$ cat config.mk
export PLATFORM = sky130hd
export DESIGN_NAME = bus_request_arbiter
export DESIGN_NICKNAME = d
export VERILOG_FILES = /design/src/rtl/nec_bus_pkg.sv /design/src/rtl/prefetch_pointer.sv /design/src/rtl/bus_request_arbiter.sv
export SDC_FILE = /design/constraint.sdc
export NUM_CORES = 1
export LEC_CHECK = 0
export ABC_CLOCK_PERIOD_IN_PS = 2450
export BUFFER_PORTS_ARGS = -buffer_cell sky130_fd_sc_hd__clkbuf_2
export CAP_MARGIN = 20
export CORE_ASPECT_RATIO = 1.1
export CORE_MARGIN = 2
export CORE_UTILIZATION = 50
export CTS_BUF_LIST = sky130_fd_sc_hd__clkbuf_8 sky130_fd_sc_hd__clkbuf_16
export DETAILED_ROUTE_END_ITERATION = 7
export GPL_TIMING_DRIVEN = 0
export PLACE_DENSITY = 0.91
export SLEW_MARGIN = 20
export SYNTH_ARGS = -nofsm -noshare
export SYNTH_HDL_FRONTEND = slang
export SYNTH_SLANG_ARGS = --single-unit
export TNS_END_PERCENT = 100
$ cat constraint.sdc
create_clock -name clk -period 2.45 [get_ports clk]
set_input_delay 0.245 -clock clk [delete_from_list [all_inputs] [get_ports clk]]
set_output_delay 0.245 -clock clk [all_outputs]
set_load 0.01 [all_outputs]
$ cat src/rtl/nec_bus_pkg.sv
// Shared types and defaults for the bus control unit request arbiter.
package nec_bus_pkg;

  localparam int QUEUE_DEPTH_DEF    = 8;
  localparam int FETCH_MIN_FREE_DEF = 2;

  typedef enum logic [2:0] {
    S_IDLE      = 3'd0,
    S_FETCH     = 3'd1,
    S_DATA      = 3'd2,
    S_HOLD      = 3'd3,
    S_HOLD_EXIT = 3'd4
  } arb_state_e;

  typedef enum logic {
    CYC_FETCH = 1'b0,
    CYC_DATA  = 1'b1
  } cyc_kind_e;

  // An odd address only has one byte left in its word, so fetch a single byte.
  function automatic logic [1:0] fetch_width_of(input logic [15:0] addr);
    return addr[0] ? 2'd1 : 2'd2;
  endfunction

endpackage

$ cat src/rtl/prefetch_pointer.sv
// Prefetch pointer: owns the fetch address, its width, redirect loads and the
// discard bookkeeping for a fetch that was overtaken by a redirect.
module prefetch_pointer
  import nec_bus_pkg::*;
(
  input  logic        clk,
  input  logic        reset,
  input  logic        ce_1,
  input  logic        ce_2,
  input  logic        pfp_set,
  input  logic [15:0] pfp_new,
  input  logic        in_fetch,
  input  logic        fetch_done,
  output logic [15:0] fetch_addr,
  output logic [1:0]  fetch_width,
  output logic        discard_pend,
  output logic        fetch_discard
);

  logic [15:0] fetch_addr_q, fetch_addr_d;
  logic        discard_pend_q, discard_pend_d;
  logic        fetch_discard_q, fetch_discard_d;
  logic        pfp_load;
  logic        discard_hit;

  assign pfp_load    = ce_1 & pfp_set;
  // A redirect landing on the done edge still poisons the completing fetch.
  assign discard_hit = discard_pend_q | (pfp_load & in_fetch);

  // Next pointer: a redirect load wins over the post-fetch increment.
  always_comb begin
    fetch_addr_d    = fetch_addr_q;
    discard_pend_d  = discard_pend_q;
    fetch_discard_d = fetch_discard_q;
    if (ce_2) fetch_discard_d = fetch_done & discard_hit;
    if (pfp_load)
      fetch_addr_d = pfp_new;
    else if (fetch_done && !discard_hit)
      fetch_addr_d = fetch_addr_q + 16'(fetch_width_of(fetch_addr_q));
    if (fetch_done)
      discard_pend_d = 1'b0;
    else if (pfp_load && in_fetch)
      discard_pend_d = 1'b1;
  end

  // Pointer state registers.
  always_ff @(posedge clk) begin
    if (reset) begin
      fetch_addr_q    <= 16'h0000;
      discard_pend_q  <= 1'b0;
      fetch_discard_q <= 1'b0;
    end else begin
      fetch_addr_q    <= fetch_addr_d;
      discard_pend_q  <= discard_pend_d;
      fetch_discard_q <= fetch_discard_d;
    end
  end

  assign fetch_addr    = fetch_addr_q;
  assign fetch_width   = fetch_width_of(fetch_addr_q);
  assign discard_pend  = discard_pend_q;
  assign fetch_discard = fetch_discard_q;

endmodule

$ cat src/rtl/bus_request_arbiter.sv
// Bus request arbiter: picks hold, EU data or prefetch for the bus cycle
// engine, one decision per ce_2 while idle (hold > data > fetch).
module bus_request_arbiter
  import nec_bus_pkg::*;
#(
  parameter int QUEUE_DEPTH    = QUEUE_DEPTH_DEF,
  parameter int FETCH_MIN_FREE = FETCH_MIN_FREE_DEF
) (
  input  logic        clk,
  input  logic        reset,
  input  logic        ce_1,
  input  logic        ce_2,
  input  logic        hldrq,
  input  logic        buslock,
  input  logic        dp_req,
  output logic        dp_ack,
  input  logic [15:0] pfp_new,
  input  logic        pfp_set,
  input  logic [3:0]  ipq_used,
  output logic        cyc_start,
  output logic        cyc_kind,
  output logic [15:0] fetch_addr,
  output logic [1:0]  fetch_width,
  input  logic        cyc_done,
  output logic        fetch_discard,
  output logic        hldak
);

  arb_state_e state_q, state_d;
  cyc_kind_e  cyc_kind_q, cyc_kind_d;
  logic       cyc_start_q, cyc_start_d;
  logic       dp_ack_q, dp_ack_d;
  logic       hldak_q, hldak_d;
  logic [1:0] inflight_q, inflight_d;

  logic       in_fetch;
  logic       fetch_done;
  logic       discard_pend;
  logic       pfp_pending;
  logic [4:0] free_bytes;
  logic       fetch_ok;

  assign in_fetch    = (state_q == S_FETCH);
  assign fetch_done  = ce_2 & cyc_done & in_fetch;
  assign pfp_pending = (ce_1 & pfp_set) | discard_pend;

  prefetch_pointer u_pfp (
    .clk           (clk),
    .reset         (reset),
    .ce_1          (ce_1),
    .ce_2          (ce_2),
    .pfp_set       (pfp_set),
    .pfp_new       (pfp_new),
    .in_fetch      (in_fetch),
    .fetch_done    (fetch_done),
    .fetch_addr    (fetch_addr),
    .fetch_width   (fetch_width),
    .discard_pend  (discard_pend),
    .fetch_discard (fetch_discard)
  );

  // Queue room check; bit 4 set means the subtraction went negative.
  always_comb begin
    free_bytes = 5'(QUEUE_DEPTH) - {1'b0, ipq_used} - {3'b000, inflight_q};
    fetch_ok   = !free_bytes[4] && (free_bytes >= 5'(FETCH_MIN_FREE)) && !pfp_pending;
  end

  // Arbiter next state and registered outputs; pulses clear on every ce_2.
  always_comb begin
    state_d     = state_q;
    cyc_start_d = cyc_start_q;
    cyc_kind_d  = cyc_kind_q;
    dp_ack_d    = dp_ack_q;
    hldak_d     = hldak_q;
    inflight_d  = inflight_q;
    if (ce_2) begin
      cyc_start_d = 1'b0;
      dp_ack_d    = 1'b0;
      unique case (state_q)
        S_IDLE: begin
          if (hldrq && !buslock) begin
            state_d = S_HOLD;
            hldak_d = 1'b1;
          end else if (dp_req) begin
            state_d     = S_DATA;
            cyc_start_d = 1'b1;
            cyc_kind_d  = CYC_DATA;
          end else if (fetch_ok) begin
            state_d     = S_FETCH;
            cyc_start_d = 1'b1;
            cyc_kind_d  = CYC_FETCH;
            inflight_d  = fetch_width;
          end
        end
        S_DATA: begin
          if (cyc_done) begin
            dp_ack_d = 1'b1;
            state_d  = S_IDLE;
          end
        end
        S_FETCH: begin
          if (cyc_done) begin
            inflight_d = 2'd0;
            state_d    = S_IDLE;
          end
        end
        S_HOLD: begin
          if (!hldrq) begin
            hldak_d = 1'b0;
            state_d = S_HOLD_EXIT;
          end
        end
        S_HOLD_EXIT: state_d = S_IDLE;
        default:     state_d = S_IDLE;
      endcase
    end
  end

  // Arbiter state registers.
  always_ff @(posedge clk) begin
    if (reset) begin
      state_q     <= S_IDLE;
      cyc_start_q <= 1'b0;
      cyc_kind_q  <= CYC_FETCH;
      dp_ack_q    <= 1'b0;
      hldak_q     <= 1'b0;
      inflight_q  <= 2'd0;
    end else begin
      state_q     <= state_d;
      cyc_start_q <= cyc_start_d;
      cyc_kind_q  <= cyc_kind_d;
      dp_ack_q    <= dp_ack_d;
      hldak_q     <= hldak_d;
      inflight_q  <= inflight_d;
    end
  end

  assign cyc_start = cyc_start_q;
  assign cyc_kind  = cyc_kind_q;
  assign dp_ack    = dp_ack_q;
  assign hldak     = hldak_q;

endmodule

### Word level (Yosys, flattened, before mapping)

Cells that the tools add are included.

| word-level totals | value |
|---|---|
| register bits after elaboration | 27 |
| input bits | 29 |
| output and inout port bits | 23 |
| word-level logic and storage cells | 77 |

| operators by class | value |
|---|---|
| add/subtract/negate cells | 3 |
| $lt $le $gt $ge | 1 |
| equal/unequal tests | 11 |
| muxes and demuxes | 25 |
| bitwise operators | 8 |
| reductions and logical operators | 20 |

Operator list:

| cell | number |
|---|---|
| 16-bit two-way mux | 2 |
| 16-bit by 2-bit adder with 16-bit output | 1 |
| 3-bit two-way mux | 5 |
| 2-bit != test, second input constant | 6 |
| 4-bit AND reduction | 3 |
| 1-bit two-way mux | 10 |
| 2-bit two-way mux | 5 |
| 3-bit one-hot mux with 3 select lines | 1 |
| 2-bit nonzero test | 4 |
| 3-bit by 2-bit == test with 1-bit output, second input constant | 2 |
| 6-bit AND reduction | 1 |
| 1-bit bitwise AND | 5 |
| 5-bit by 2-bit >= comparator with 1-bit output, second input constant | 1 |
| 1-bit logical AND | 5 |
| 4-bit by 4-bit subtractor with 5-bit output, first input constant | 1 |
| 5-bit by 2-bit subtractor with 5-bit output | 1 |
| 1-bit zero test | 4 |
| 4-bit != test, second input constant | 1 |
| 2-bit one-hot mux with 2 select lines | 1 |
| 2-bit OR reduction | 2 |
| 3-bit by 1-bit == test with 1-bit output, second input constant | 1 |
| 3-bit zero test | 1 |
| 2-bit by 1-bit != test with 1-bit output, second input constant | 1 |
| 1-bit bitwise OR | 2 |
| other kinds (2) | 2 |

### Longest topological paths before layout

| logic depth | value |
|---|---|
| depth in word-level cells | 9 |
| mapped depth | 9 |
| gate-level depth less buffers | 9 |

### Cells and area by module

From an unflattened synthesis, not the netlist that was laid out.

| second synthesis, totals | value |
|---|---|
| cells, all modules | 199 |
| area, all modules | 1,589.0 µm² |

By module, submodules not included:

| module | instances | cells an instance | area each (µm²) | seq. area each (µm²) |
|---|---|---|---|---|
| prefetch_pointer | 1 | 118 | 960.9 | 360.3 |
| bus_request_arbiter | 1 | 81 | 628.1 | 180.2 |

### Worst setup path before layout

No wires, ideal clock.

| path | value |
|---|---|
| path kind | register -> register |
| start point | register inflight_q[1] |
| end point | register inflight_q[0] |
| setup time | 72 ps |
| arrival time | 1,918 ps |
| data required time | 2,378 ps |
| slack | 460 ps |
| cell stages (with the launch flop) | 10 |
| buffers on the path | 0 |
| period minus slack after synthesis | 1,990 ps |
| cells stage by stage | dfxtp_1 ha_1 inv_1 ha_1 inv_1 fa_1 xor2_1 a32oi_1 a31o_2 mux2i_1 |

| on the way | value |
|---|---|
| word-level cells in the longest chain between the ends | 6 |
| elaborated cells on any way between the ends | 7 |
| those cells by class | add/sub: 1; order compare: 1; eq/ne: 1; reduce/logical: 4 |

Ends and longest elaborated chain:

| what | RTL line | RTL |
|---|---|---|
| from (decl) | bus_request_arbiter.sv:34 | `logic [1:0] inflight_q, inflight_d;` |
| from (signal assigned) | bus_request_arbiter.sv:134 | `inflight_q <= inflight_d;` |
| 5-bit by 2-bit subtractor with 5-bit output * | bus_request_arbiter.sv:64 | `free_bytes = 5'(QUEUE_DEPTH) - {1'b0, ipq_used} - {3'b000, inflight_q};` |
| 5-bit by 2-bit >= comparator with 1-bit output / 1-bit zero test (equally long branches) | bus_request_arbiter.sv:65 | `fetch_ok = !free_bytes[4] && (free_bytes >= 5'(FETCH_MIN_FREE)) && !pfp_pending;` |
| 1-bit logical AND * (2 in series) | bus_request_arbiter.sv:65 |  |
| 2-bit != test (no source line) * | -- |  |
| 6-bit AND reduction (no source line) * | -- |  |

Every way passes the cells marked *; elsewhere a longest branch is shown, timed or not.
A chain may end at the register's enable or synchronous reset.

### Final worst setup path

| path | value |
|---|---|
| start point | register inflight_q[1] |
| end point | register inflight_q[1] |

The elaborated chain is that of the path after synthesis.

==> reports/qor.log <==
qor: status.status finished, violations left
qor: status.failed_checks DRC
qor: setup_path.critical_path_required 2650 ps
qor: sta.period_needed 2200 ps
qor: drt.first_iter_violations 100
qor: sta.fin_crit_sh 89.6%
qor: sta.number_of_slew_limit_violations_in_the_final_report 0
qor: grt.grt_pass1_wl 6870 µm
qor: synthesis.postSynth.topFlopCell sky130_fd_sc_hd__dfxtp_1
qor: synthesis.synthesis.yosys.warnings 0
qor: synthesis.netlist_area 0.00165 mm²
qor: setup_path.crit_path_start_kind flop
qor: layout.layout_stage_area_growth_over_the_synthesis_result 20.8%
qor: synthesis.synth-seq-area-share 32.8%
qor: floorplanning.chipWidth 58.7 µm
qor: setup_path.worst-setup-path-type flop to flop
qor: clock_tree.cts.hold.buffers_added 0
qor: sta.max_slew.worst_pin.slew 548 ps
qor: clock_tree.clock_sinks 27
qor: synthesis.synth_fp_nets 238
qor: clock_tree.cts_inserted_buffers 3
qor: power_and_ir_drop.internal_power 0.670 mW
qor: sta.final.setup_skew 4.32 ps
qor: floorplanning.floorplan.die_area 0.00377 mm²
qor: drt.detailed_route_drc_error_count 3
qor: sta.number_of_hold_violations_in_the_final_report 0
qor: sta.rsz0062_at_grt false
qor: hold_path.holdCritStartpoint pfp_new[0]
qor: sta.finalSetupViolations 0
qor: sta.timing.setup.tns 0 ps
qor: grt.antenna_violations_before_repair 0
qor: clock_tree.h_tree_depth 1
qor: clock_tree.tritoncts built
qor: layout.fin_nets 294
qor: placement.buffer_ports.inserted 51
qor: sta.worst_slew_margin_relative_to_its_limit 63.0%
qor: synthesis.ys_types 46
qor: setup_path.r2r.worst_path.cells 9
qor: power_and_ir_drop.power_switching 0.282 mW
qor: clock_tree.post-cts-setup-buffers 0
qor: synthesis.synth_async_sr_flop_share 0%
qor: power_and_ir_drop.power_switching_share 29.6%
qor: power_and_ir_drop.comb_power_share 21.9%
qor: layout.final_layout_size_suffix_gt1_share 24.6%
qor: clock_tree.cts-resized-gates 0
qor: hold_path.timing.hold.worst_endpoint u_pfp.fetch_addr[0]$_SDFFE_PP0P_
qor: job.max_cap_violations 0
qor: sta.timing.fmax 455 MHz
qor: power_and_ir_drop.power-per-cell-area 478 mW/mm²
qor: drt.routed-via-count 1733
qor: clock_tree.worstSkewPairLatency 270 ps
qor: hold_path.holdCritPathClass input port to flop
qor: setup_path.worst-r2r-setup-slack 250 ps
qor: placement.gpl.final_weighted_congestion 0.835
qor: synthesis.synth_enable_flop_cells 0
qor: drt.vias_per_cell 5.98
qor: synthesis.ys_seq_elements 27
qor: drt.drt_wl_total 3980 µm
qor: power_and_ir_drop.sequentialPowerShare 51.9%
qor: grt.grtUsageTotal 22.4%
qor: clock_tree.clockRootBuffer sky130_fd_sc_hd__clkbuf_8
qor: floorplanning.top_level_port_count 52
qor: synthesis.syn-instance-count 201
qor: placement.place_inst 286
qor: drt.drt-pass1-iter-count 7
qor: synthesis.syn-mean-instance-area 8.19 µm²
qor: floorplanning.num_rows 21
qor: drt.routed_wire_length_per_instance 13.7 µm
qor: floorplanning.core_area 0.00310 mm²
qor: power_and_ir_drop.p_leak 0.834 nW
qor: setup_path.crit_path_end_kind flop
qor: power_and_ir_drop.power.share.clock 26.2%
qor: setup_path.critical_path_arrival 2400 ps
qor: grt.grt.overflow.total 0
qor: floorplanning.die_height 64.2 µm
qor: clock_tree.path_clk_slew 90 ps
qor: layout.num_antenna_cells 0
qor: setup_path.timing.rr.end inflight_q[1]$_SDFFE_PP0P_
qor: hold_path.holdPathStages 3
qor: floorplanning.initial_utilization 53.1%
qor: layout.finish.cell_count_without_fillers 290
qor: setup_path.r2r_start inflight_q[1]$_SDFFE_PP0P_
qor: sta.timing.hold.ws 183 ps
qor: grt.largest_net_degree_at_the_start_of_global_routing 15
qor: grt.vias_in_the_first_global_route 1614
qor: power_and_ir_drop.max-vdd-ir-drop 0.000369 V
qor: drt.ant_nets 0
qor: clock_tree.clock_path_buffers 2
qor: placement.dp.final_hpwl 2990 µm
qor: setup_path.timing.critical_path.fanout_max 3
[cell usage in the layout (no fill, tap or decap), types with 3 or more instances in the layout]
master and instances:
sky130_fd_sc_hd__ha_1 7, sky130_fd_sc_hd__nand2b_1 4, sky130_fd_sc_hd__clkbuf_8 3, sky130_fd_sc_hd__a21oi_1 14, sky130_fd_sc_hd__and4_1 3, sky130_fd_sc_hd__o31ai_1 5, sky130_fd_sc_hd__nand4_1 4, sky130_fd_sc_hd__nor2_1 6
sky130_fd_sc_hd__nand3_1 9, sky130_fd_sc_hd__a31oi_1 11, sky130_fd_sc_hd__dfxtp_1 27, sky130_fd_sc_hd__clkbuf_2 52, sky130_fd_sc_hd__xnor2_1 3, sky130_fd_sc_hd__nand2_1 13, sky130_fd_sc_hd__nor2b_1 6, sky130_fd_sc_hd__mux2i_1 3
sky130_fd_sc_hd__inv_1 13, sky130_fd_sc_hd__or3_1 9, sky130_fd_sc_hd__or4_1 4, sky130_fd_sc_hd__clkbuf_1 7, sky130_fd_sc_hd__o21ai_0 20
[cell type report]
cell class / count / area, µm²
Buffer: 14 / 71.3
Clock buffer: 3 / 41.3
Clock inverter: 1 / 3.75
Fill cell: 294 / 1110
Inverter: 12 / 45.0
Multi-Input combinational cell: 148 / 990
Sequential cell: 27 / 541
Tap cell: 34 / 42.5
Timing Repair Buffer: 51 / 255
[metal layers]
layer	global-route usage [%]	up-vias	wire, µm
li1	-	856	-
met1	29.6	815	1880
met2	38.1	58	1890
met3	2.43	4	188
met4	6.25	0	23
met5	0	-	0
[critical path, cell delays in order, from the launching register on]
cell                      delay (ps)
sky130_fd_sc_hd__dfxtp_1         330
sky130_fd_sc_hd__ha_1            270
sky130_fd_sc_hd__inv_1            60
sky130_fd_sc_hd__ha_1            160
sky130_fd_sc_hd__inv_1            50
sky130_fd_sc_hd__fa_1            360
sky130_fd_sc_hd__xor2_1          150
sky130_fd_sc_hd__a32oi_1         320
sky130_fd_sc_hd__a31o_2          250
sky130_fd_sc_hd__mux2i_1         190
[power groups by stage]
stage	clock network, mW	registers [mW]	logic, mW
4_1_cts	0.253	0.493	0.208
2_1_floorplan	0	0.506	0.123
6_report	0.249	0.494	0.208
3_3_place_gp	0	0.501	0.202
5_1_grt	0.273	0.498	0.233
3_5_place_dp	0	0.502	0.207
[worst max-delay path by stage]
stage / startpoint / endpoint / slack [ps] / depth (start not counted)
detailed placement: ipq_used[1] / inflight_q[1]$_SDFFE_PP0P_ / 190 / 10
global route: inflight_q[1]$_SDFFE_PP0P_ / inflight_q[1]$_SDFFE_PP0P_ / 140 / 9
floorplan: inflight_q[1]$_SDFFE_PP0P_ / inflight_q[0]$_SDFFE_PP0P_ / 460 / 9
global placement: ipq_used[1] / inflight_q[0]$_SDFFE_PP0P_ / 290 / 10
CTS: inflight_q[1]$_SDFFE_PP0P_ / inflight_q[1]$_SDFFE_PP0P_ / 240 / 9
finish: inflight_q[1]$_SDFFE_PP0P_ / inflight_q[1]$_SDFFE_PP0P_ / 250 / 9
[through the flow]
| stage | utilization [%] | setup WS, ps | cell area [µm²] | total power, mW |
|---|---|---|---|---|
| after floorplan | - | 460 | 1650 | 0.630 |
| after global placement | 62.7 | 288 | 1940 | 0.702 |
| after detailed placement | 62.7 | 193 | 1940 | 0.709 |
| after CTS | 64.2 | 236 | 1990 | 0.954 |
| after global routing | 64.2 | 140 | 1990 | 1.00 |
| final | 64.2 | 254 | 1990 | 0.951 |
[state kept, by name (all words and copies together) (netlist names)]
signal,count
state_q,3
u_pfp.fetch_discard,1
cyc_start,1
hldak,1
cyc_kind,1
dp_ack,1
u_pfp.fetch_addr,16
inflight_q,2
u_pfp.discard_pend,1
[cell families after synthesis]
group / share of synthesized area, %
compound gates: 23.4
xor+xnor: 2.66
fa+ha+maj: 6.53
buf+inv: 7.07
flops: 32.8
mux: 1.82
simple gates: 25.7
[synthesized netlist by cell type, types with 3 or more instances]
master / count / area [µm²]
sky130_fd_sc_hd__clkbuf_1: 7 / 26.3
sky130_fd_sc_hd__o21ai_0: 20 / 100
sky130_fd_sc_hd__nor2_1: 6 / 22.5
sky130_fd_sc_hd__inv_1: 12 / 45.0
sky130_fd_sc_hd__a31oi_1: 11 / 68.8
sky130_fd_sc_hd__nor2b_1: 6 / 37.5
sky130_fd_sc_hd__dfxtp_1: 27 / 541
sky130_fd_sc_hd__nand4_1: 4 / 25.0
sky130_fd_sc_hd__or4_1: 4 / 30.0
sky130_fd_sc_hd__nand2_1: 13 / 48.8
sky130_fd_sc_hd__mux2i_1: 3 / 30.0
sky130_fd_sc_hd__and4_1: 3 / 26.3
sky130_fd_sc_hd__o31ai_1: 5 / 37.5
sky130_fd_sc_hd__or3_1: 9 / 56.3
sky130_fd_sc_hd__xnor2_1: 3 / 26.3
sky130_fd_sc_hd__nand3_1: 9 / 45.0
sky130_fd_sc_hd__nand2b_1: 4 / 25.0
sky130_fd_sc_hd__ha_1: 7 / 87.6
sky130_fd_sc_hd__a21oi_1: 14 / 70.1
No activity file was read; power rests on OpenSTA's default activity.
